[src/rtl/dm_arbiter_if.sv]
// dm_arbiter_if: bundles the per-core request bus and the data-memory port of the DM arbiter.
//
// Signals (core-side, packed per core):
//   req/we        per-core request and write flag
//   addr/wdata    packed address / write data, core i at [i*W +: W]
//   ack           one-cycle completion pulse for the served core
//   rdata         read data, valid in the ack cycle and held until the next read completes
//   grant_id      index of the core currently or last served
//   busy          arbiter not idle
// Signals (memory-side):
//   mem_addr/mem_we/mem_wdata  DM request, driven only by the arbiter
//   mem_rdata                  DM read data
//
// Modports: slave = the arbiter, master = the cores plus the DM instance.
interface dm_arbiter_if #(
    parameter int unsigned NUM_CORES = 4,
    parameter int unsigned ADDR_W    = 8,
    parameter int unsigned DATA_W    = 16
);
    localparam int unsigned IdW = $clog2(NUM_CORES);

    logic [NUM_CORES-1:0]        req;
    logic [NUM_CORES-1:0]        we;
    logic [NUM_CORES*ADDR_W-1:0] addr;
    logic [NUM_CORES*DATA_W-1:0] wdata;
    logic [NUM_CORES-1:0]        ack;
    logic [DATA_W-1:0]           rdata;
    logic [IdW-1:0]              grant_id;
    logic                        busy;
    logic [ADDR_W-1:0]           mem_addr;
    logic                        mem_we;
    logic [DATA_W-1:0]           mem_wdata;
    logic [DATA_W-1:0]           mem_rdata;

    modport slave (
        input  req, we, addr, wdata, mem_rdata,
        output ack, rdata, grant_id, busy, mem_addr, mem_we, mem_wdata
    );

    modport master (
        output req, we, addr, wdata, mem_rdata,
        input  ack, rdata, grant_id, busy, mem_addr, mem_we, mem_wdata
    );
endinterface

[src/rtl/dm_arbiter.sv]
// dm_arbiter: shares one single-port data memory between NUM_CORES cores.
//
// One requester is picked per arbitration (round-robin from the last served core), its
// request is latched, the DM access is sequenced (IDLE -> ISSUE -> [WAIT] -> DONE) and a
// one-cycle ack is returned. All outputs are registered.
//
// Ports:
//   clk_i   system clock, posedge
//   rst_ni  asynchronous active-low reset
//   bus     dm_arbiter_if.slave (core request bus + DM port)
//
// Build option: define DM_ARB_FIXED_PRIO_EN to replace round-robin with fixed priority
// (lowest eligible index wins). The one-cycle mask on the just-served core stays active.
module dm_arbiter #(
    parameter int unsigned NUM_CORES = 4,
    parameter int unsigned ADDR_W    = 8,
    parameter int unsigned DATA_W    = 16,
    parameter int unsigned MEM_LAT   = 1
) (
    input  logic        clk_i,
    input  logic        rst_ni,
    dm_arbiter_if.slave bus
);
    localparam int unsigned IdW  = $clog2(NUM_CORES);
    localparam int unsigned CntW = (MEM_LAT > 1) ? $clog2(MEM_LAT) : 1;

    typedef enum logic [1:0] {StIdle, StIssue, StWait, StDone} state_e;

    state_e               state_q, state_d;
    logic [IdW-1:0]       grant_q, grant_d;
    logic [IdW-1:0]       last_q, last_d;
    logic                 mask_q, mask_d;
    logic [CntW-1:0]      cnt_q, cnt_d;
    logic [NUM_CORES-1:0] ack_q, ack_d;
    logic [DATA_W-1:0]    rdata_q, rdata_d;
    logic                 busy_q, busy_d;
    logic [ADDR_W-1:0]    mem_addr_q, mem_addr_d;
    logic                 mem_we_q, mem_we_d;
    logic [DATA_W-1:0]    mem_wdata_q, mem_wdata_d;

    logic [NUM_CORES-1:0] elig;
    logic                 found;
    logic [IdW-1:0]       win;
    logic [IdW-1:0]       idx;

    // The core served last is excluded for one IDLE cycle, covering the cycle in which it
    // drops req in response to ack.
    always_comb begin
        elig = bus.req;
        if (mask_q) begin
            elig[last_q] = 1'b0;
        end
    end

    // Iterate from the lowest to the highest priority so the last hit is the winner.
    always_comb begin
        found = 1'b0;
        win   = '0;
        idx   = '0;
`ifdef DM_ARB_FIXED_PRIO_EN
        for (int i = NUM_CORES - 1; i >= 0; i--) begin
            idx = IdW'(i);
            if (elig[idx]) begin
                found = 1'b1;
                win   = idx;
            end
        end
`else
        // Search order is last+1, last+2, ..., last (+NUM_CORES truncates to +0).
        for (int i = NUM_CORES; i >= 1; i--) begin
            idx = last_q + IdW'(i);
            if (elig[idx]) begin
                found = 1'b1;
                win   = idx;
            end
        end
`endif
    end

    always_comb begin
        state_d     = state_q;
        grant_d     = grant_q;
        last_d      = last_q;
        mask_d      = mask_q;
        cnt_d       = cnt_q;
        ack_d       = '0;
        rdata_d     = rdata_q;
        mem_addr_d  = mem_addr_q;
        mem_we_d    = 1'b0;
        mem_wdata_d = mem_wdata_q;

        unique case (state_q)
            StIdle: begin
                mask_d = 1'b0;
                if (found) begin
                    grant_d     = win;
                    mem_addr_d  = bus.addr[ADDR_W*int'(win) +: ADDR_W];
                    mem_wdata_d = bus.wdata[DATA_W*int'(win) +: DATA_W];
                    mem_we_d    = bus.we[win];
                    state_d     = StIssue;
                end
            end
            StIssue: begin
                // mem_we_q holds the latched write flag for exactly this cycle.
                if (mem_we_q) begin
                    ack_d[grant_q] = 1'b1;
                    state_d        = StDone;
                end else begin
                    cnt_d   = CntW'(MEM_LAT - 1);
                    state_d = StWait;
                end
            end
            StWait: begin
                if (cnt_q == '0) begin
                    rdata_d        = bus.mem_rdata;
                    ack_d[grant_q] = 1'b1;
                    state_d        = StDone;
                end else begin
                    cnt_d = cnt_q - CntW'(1);
                end
            end
            StDone: begin
                last_d  = grant_q;
                mask_d  = 1'b1;
                state_d = StIdle;
            end
            default: state_d = StIdle;
        endcase

        busy_d = (state_d != StIdle);
    end

    always_ff @(posedge clk_i or negedge rst_ni) begin
        if (!rst_ni) begin
            state_q     <= StIdle;
            grant_q     <= '0;
            last_q      <= IdW'(NUM_CORES - 1);
            mask_q      <= 1'b0;
            cnt_q       <= '0;
            ack_q       <= '0;
            rdata_q     <= '0;
            busy_q      <= 1'b0;
            mem_addr_q  <= '0;
            mem_we_q    <= 1'b0;
            mem_wdata_q <= '0;
        end else begin
            state_q     <= state_d;
            grant_q     <= grant_d;
            last_q      <= last_d;
            mask_q      <= mask_d;
            cnt_q       <= cnt_d;
            ack_q       <= ack_d;
            rdata_q     <= rdata_d;
            busy_q      <= busy_d;
            mem_addr_q  <= mem_addr_d;
            mem_we_q    <= mem_we_d;
            mem_wdata_q <= mem_wdata_d;
        end
    end

    assign bus.ack       = ack_q;
    assign bus.rdata     = rdata_q;
    assign bus.grant_id  = grant_q;
    assign bus.busy      = busy_q;
    assign bus.mem_addr  = mem_addr_q;
    assign bus.mem_we    = mem_we_q;
    assign bus.mem_wdata = mem_wdata_q;
endmodule

[src/flat_wrapper.sv]
// flat-port wrapper written by rule: the top's interface ports become plain ports
module dm_arbiter_flat 
#(
    parameter int unsigned NUM_CORES = 4,
    parameter int unsigned ADDR_W    = 8,
    parameter int unsigned DATA_W    = 16,
    parameter int unsigned MEM_LAT   = 1
)
  (clk_i, rst_ni, bus_req, bus_we, bus_addr, bus_wdata, bus_mem_rdata, bus_ack, bus_rdata, bus_grant_id, bus_busy, bus_mem_addr, bus_mem_we, bus_mem_wdata);
  dm_arbiter_if #(.NUM_CORES(NUM_CORES), .ADDR_W(ADDR_W), .DATA_W(DATA_W)) bus_i ();
  input  logic clk_i;
  input  logic rst_ni;
  input wire logic [$bits(bus_i.req)-1:0] bus_req;
  input wire logic [$bits(bus_i.we)-1:0] bus_we;
  input wire logic [$bits(bus_i.addr)-1:0] bus_addr;
  input wire logic [$bits(bus_i.wdata)-1:0] bus_wdata;
  input wire logic [$bits(bus_i.mem_rdata)-1:0] bus_mem_rdata;
  output wire logic [$bits(bus_i.ack)-1:0] bus_ack;
  output wire logic [$bits(bus_i.rdata)-1:0] bus_rdata;
  output wire logic [$bits(bus_i.grant_id)-1:0] bus_grant_id;
  output wire logic [$bits(bus_i.busy)-1:0] bus_busy;
  output wire logic [$bits(bus_i.mem_addr)-1:0] bus_mem_addr;
  output wire logic [$bits(bus_i.mem_we)-1:0] bus_mem_we;
  output wire logic [$bits(bus_i.mem_wdata)-1:0] bus_mem_wdata;
  assign bus_i.req = bus_req;
  assign bus_i.we = bus_we;
  assign bus_i.addr = bus_addr;
  assign bus_i.wdata = bus_wdata;
  assign bus_i.mem_rdata = bus_mem_rdata;
  assign bus_ack = bus_i.ack;
  assign bus_rdata = bus_i.rdata;
  assign bus_grant_id = bus_i.grant_id;
  assign bus_busy = bus_i.busy;
  assign bus_mem_addr = bus_i.mem_addr;
  assign bus_mem_we = bus_i.mem_we;
  assign bus_mem_wdata = bus_i.mem_wdata;
  dm_arbiter #(.NUM_CORES(NUM_CORES), .ADDR_W(ADDR_W), .DATA_W(DATA_W), .MEM_LAT(MEM_LAT)) u_core (.clk_i(clk_i), .rst_ni(rst_ni), .bus(bus_i));
endmodule
[config.mk]
export PLATFORM = sky130hd
export DESIGN_NAME = dm_arbiter_flat
export DESIGN_NICKNAME = d
export VERILOG_FILES = /design/src/rtl/dm_arbiter_if.sv /design/src/rtl/dm_arbiter.sv /design/src/flat_wrapper.sv
export SDC_FILE = /design/constraint.sdc
export NUM_CORES = 1
export LEC_CHECK = 0
export ABC_AREA = 1
export BUFFER_PORTS_ARGS = -buffer_cell sky130_fd_sc_hd__buf_4
export CORE_ASPECT_RATIO = 0.5
export CORE_MARGIN = 2
export CORE_UTILIZATION = 50
export CTS_CLUSTER_DIAMETER = 80
export CTS_CLUSTER_SIZE = 40
export DETAILED_ROUTE_END_ITERATION = 7
export GPL_TIMING_DRIVEN = 0
export PLACE_DENSITY = 0.94
export RECOVER_POWER = 50
export SYNTH_ARGS = -nofsm -noshare
export SYNTH_HDL_FRONTEND = slang
export SYNTH_SLANG_ARGS = --single-unit
[constraint.sdc]
create_clock -name clk_i -period 3.65 [get_ports clk_i]
set_clock_uncertainty 0.2 [all_clocks]
set_input_delay 0.73 -clock clk_i [delete_from_list [all_inputs] [get_ports clk_i]]
set_output_delay 0.73 -clock clk_i [all_outputs]
set_load 0.005 [all_outputs]
==> key figures <==
Yosys
  • Post-Syn Area: 0.003471 mm2
  • Count leader, synth: nand2_1
  • Largest cells by area after synthesis: dfrtp_1 (37%), nand2_1 (14%), nand3_1 (13%)
  • Synthesis Warnings: 0
  • Post-synthesis sequential area ratio: 38.28%
  • Seq cells post-synth: 53
  • Post-synth EDFFs: 0
  • Leading cell types by count after synthesis: nand2_1 (131), inv_1 (92), nand3_1 (92)
  • Synth async-reset ratio: 100.0%
  • Share of the synthesized area in the top cell type: 36.77%
  • Count of cell types in the netlist: 28
  • Post-Syn Nets: 598
  • Avg Inst Size Synth: 7.416 um2
  • Cell accounting for the most synthesized area: dfrtp_1
  • Ys flop type: dfrtp_1
  • Mapped Cells: 468

Route
  • Vias per inst: 5.054
  • Total wire length: 10.45 mm
  • DR vias: 3725
  • TritonRoute pass-1 iters: 5
  • DRC: 0
  • Initial drt markers: 246
  • WL/cell: 14.18 um
  • Antenna-violating nets left: 0

Floorplanning
  • Die area: 0.007665 mm2
  • Die width: 121.8 um
  • Core area: 0.006700 mm2
  • Initial Util: 51.80%
  • Die Ht: 62.92 um
  • Cell Rows: 21
  • I/O Pins: 170

Worst setup path
  • Critical Path Stages: 12
  • CP delay by family, top: simple AND/OR/NAND/NOR gates
  • Req. time, crit path: 3.68 ns
  • Crit-path cells: inv_2, ha_1, nand2_1, nand3_1, o21ai_1, a21oi_1, a21oi_1, nand2_2, nor2_2, buf_4, nand3_1, nand3_1
  • Worst path most repeated cell: nand3_1
  • Arr. time, crit path: 2.99 ns
  • Nature of the critical path startpoint: flop
  • Critical path type: reg2reg
  • Critical Path End Type: flop
  • CP max stage cell: dfstp_1
  • Worst reg2reg path depth: 12
  • CP bufs+invs: 2
  • Crit Path Max Fanout: 10
  • CP peak stage delay: 0.72 ns

Clock tree
  • CTS Root Cell: clkbuf_16
  • H-tree levels: 2
  • CTS clk-pin slew, worst paths: 0.07 ns
  • Clock buffer depth: 2
  • CTS sink cnt: 53
  • Clk_lat worst skew: 0.29 ns
  • Total setup buffers inserted after CTS: 0
  • CTS tree: done
  • Inserted Clock Buffers: 5
  • Post-cts resize count: 0
  • # hold bufs at CTS: 0

Global route
  • Gr ovfl total: 0
  • Pin count of the biggest net entering global routing: 54
  • Total Routing Usage GR: 27.33%
  • Antenna violations before repair: 0
  • Layer with the highest usage: met2
  • Global-route wire length before repair: 16.82 mm
  • Vias in the first global route: 3649
  • Met2 Use GR: 50.77%
  • Met1 usage in global routing: 32.68%
  • Met3 usage: 3.467%

Finish
  • Register Area: 0.001329 mm2
  • Final #Nets: 774
  • Antenna cells: 0
  • Layout fillers: 477
  • Synth-to-Final Area Change: 43.84%
  • Share of layout cells above drive strength 1: 37.05%
  • Multi-input gate area: 0.001638 mm2

Place
  • Post-DP HPWL: 8.008 mm
  • Placer Congestion: 0.9302
  • Number of port buffers: 169

Power
  • PD cells: 970.7 mW/mm2
  • Pleak: 2.896 nW
  • Worst IR drop on VDD: 0.6219 mV

Timing
  • Relative slew slack: 12.47%
  • RSZ-0062 raised after global routing: false
  • Max Clk Rate: 337.4 MHz
  • Final number of hold-violating endpoints: 0
  • Sum of negative setup slack: 0 ns
  • Crit share post-route: 81.20%
  • Tmin final: 2.964 ns
  • Max Slew Vio Count: 0
  • Final setup violation count: 0
  • Hold WS: 0.2894 ns
  • Worst slew pin tran: 1.313 ns

Outcome
  • Status: completed

Run
  • Max-cap viol count: 0

Min path
  • Hold crit path type: reg2reg
  • Hold depth: 2
-- worst min-delay path, delay by kind of cell, from the launching register on --
| kind | cells | cell delay [ns] |
|---|---|---|
| and+or+nand+nor | 2 | 0.10 |
| DFF | 1 | 0.35 |
-- kinds of logic (layout without fill, tap and decap cells) --
| logic type | count (synthesis) | count (layout) | share of synthesized area, % |
|---|---|---|---|
| adders and majority gates | 8 | 8 | 2.884 |
| and+or+nand+nor | 249 | 249 | 33.27 |
| muxes | 16 | 16 | 5.191 |
| DFF | 53 | 53 | 38.28 |
| buffers and inverters | 118 | 295 | 14.53 |
| AOI/OAI and AO/OA | 24 | 24 | 5.840 |
-- area by class of cell --
type	instances	share of cell area [%]
Sequential cell	53	26.62
Inverter	96	7.218
Tap cell	92	2.306
Clock buffer	6	2.581
Multi-Input combinational cell	297	32.81
Clock inverter	2	0.3008
Timing Repair Buffer	169	25.29
Buffer	22	2.882
-- where the power goes --
part	total, mW	switching [mW]	internal, mW
clock	0.469	0.214	0.255
sequential	1.09	0.196	0.891
combinational	3.29	1.93	1.36
-- through the flow --
step	instance area [um2]	worst slack (ns)	std cells	power, mW	util, %
floorplan	3471	1.348	468	3.246	-
global placement	4855	1.043	729	4.179	72.46
detailed placement	4855	0.9137	729	4.345	72.46
CTS	4999	0.8882	737	4.847	74.60
global route	4992	0.5163	737	5.227	74.51
finish	4992	0.6862	737	4.846	74.51
-- registers in the layout (all words and copies together), names as in the netlist --
register	count
u_core.bus.busy	1
u_core.bus.mem_addr	8
u_core.bus.ack	4
u_core.bus.rdata	16
u_core.bus.mem_we	1
u_core.last_q	2
u_core.state_q	2
u_core.bus.mem_wdata	16
u_core.bus.grant_id	2
u_core.mask_q	1
-- worst paths after layout --
check | startpoint | end | slack [ns]
hold / removal | u_core.bus.mem_wdata[5] | u_core.bus.mem_wdata[5] | 0.29
setup reg to reg | u_core.last_q[0] | u_core.bus.mem_wdata[8] | 0.69
setup / recovery | u_core.last_q[0] | u_core.bus.mem_wdata[8] | 0.69
min in group asynchronous | rst_ni | u_core.bus.rdata[15] | 0.52
hold reg to reg | u_core.bus.mem_wdata[5] | u_core.bus.mem_wdata[5] | 0.29
max in group asynchronous | rst_ni | u_core.bus.mem_wdata[0] | 1.94
-- per-layer routing --
| metal | wire length [um] | vias up |
|---|---|---|
| met5 | 0 | - |
| met4 | 258 | 0 |
| met3 | 544 | 30 |
| met2 | 5401 | 161 |
| met1 | 4246 | 1732 |
| li1 | - | 1802 |
-- placed cells by master (no fill, tap or decap), types with 2 or more instances in the layout --
| master | n |
|---|---|
| nand2_1 | 131 |
| nand2_4 | 4 |
| o211ai_1 | 3 |
| inv_2 | 4 |
| clkinvlp_4 | 2 |
| clkbuf_1 | 4 |
| buf_4 | 158 |
| a21oi_1 | 5 |
| o21ai_1 | 2 |
| nand3_1 | 92 |
| clkbuf_4 | 19 |
| dfrtp_1 | 51 |
| mux2_2 | 16 |
| buf_6 | 2 |
| ha_1 | 8 |
| o21ai_0 | 4 |
| clkbuf_16 | 5 |
| nand2_2 | 5 |
| or2_1 | 2 |
| nor2_1 | 9 |
| inv_1 | 92 |
| buf_2 | 7 |
| o211ai_2 | 10 |
No activity file was read; power rests on OpenSTA's default activity.
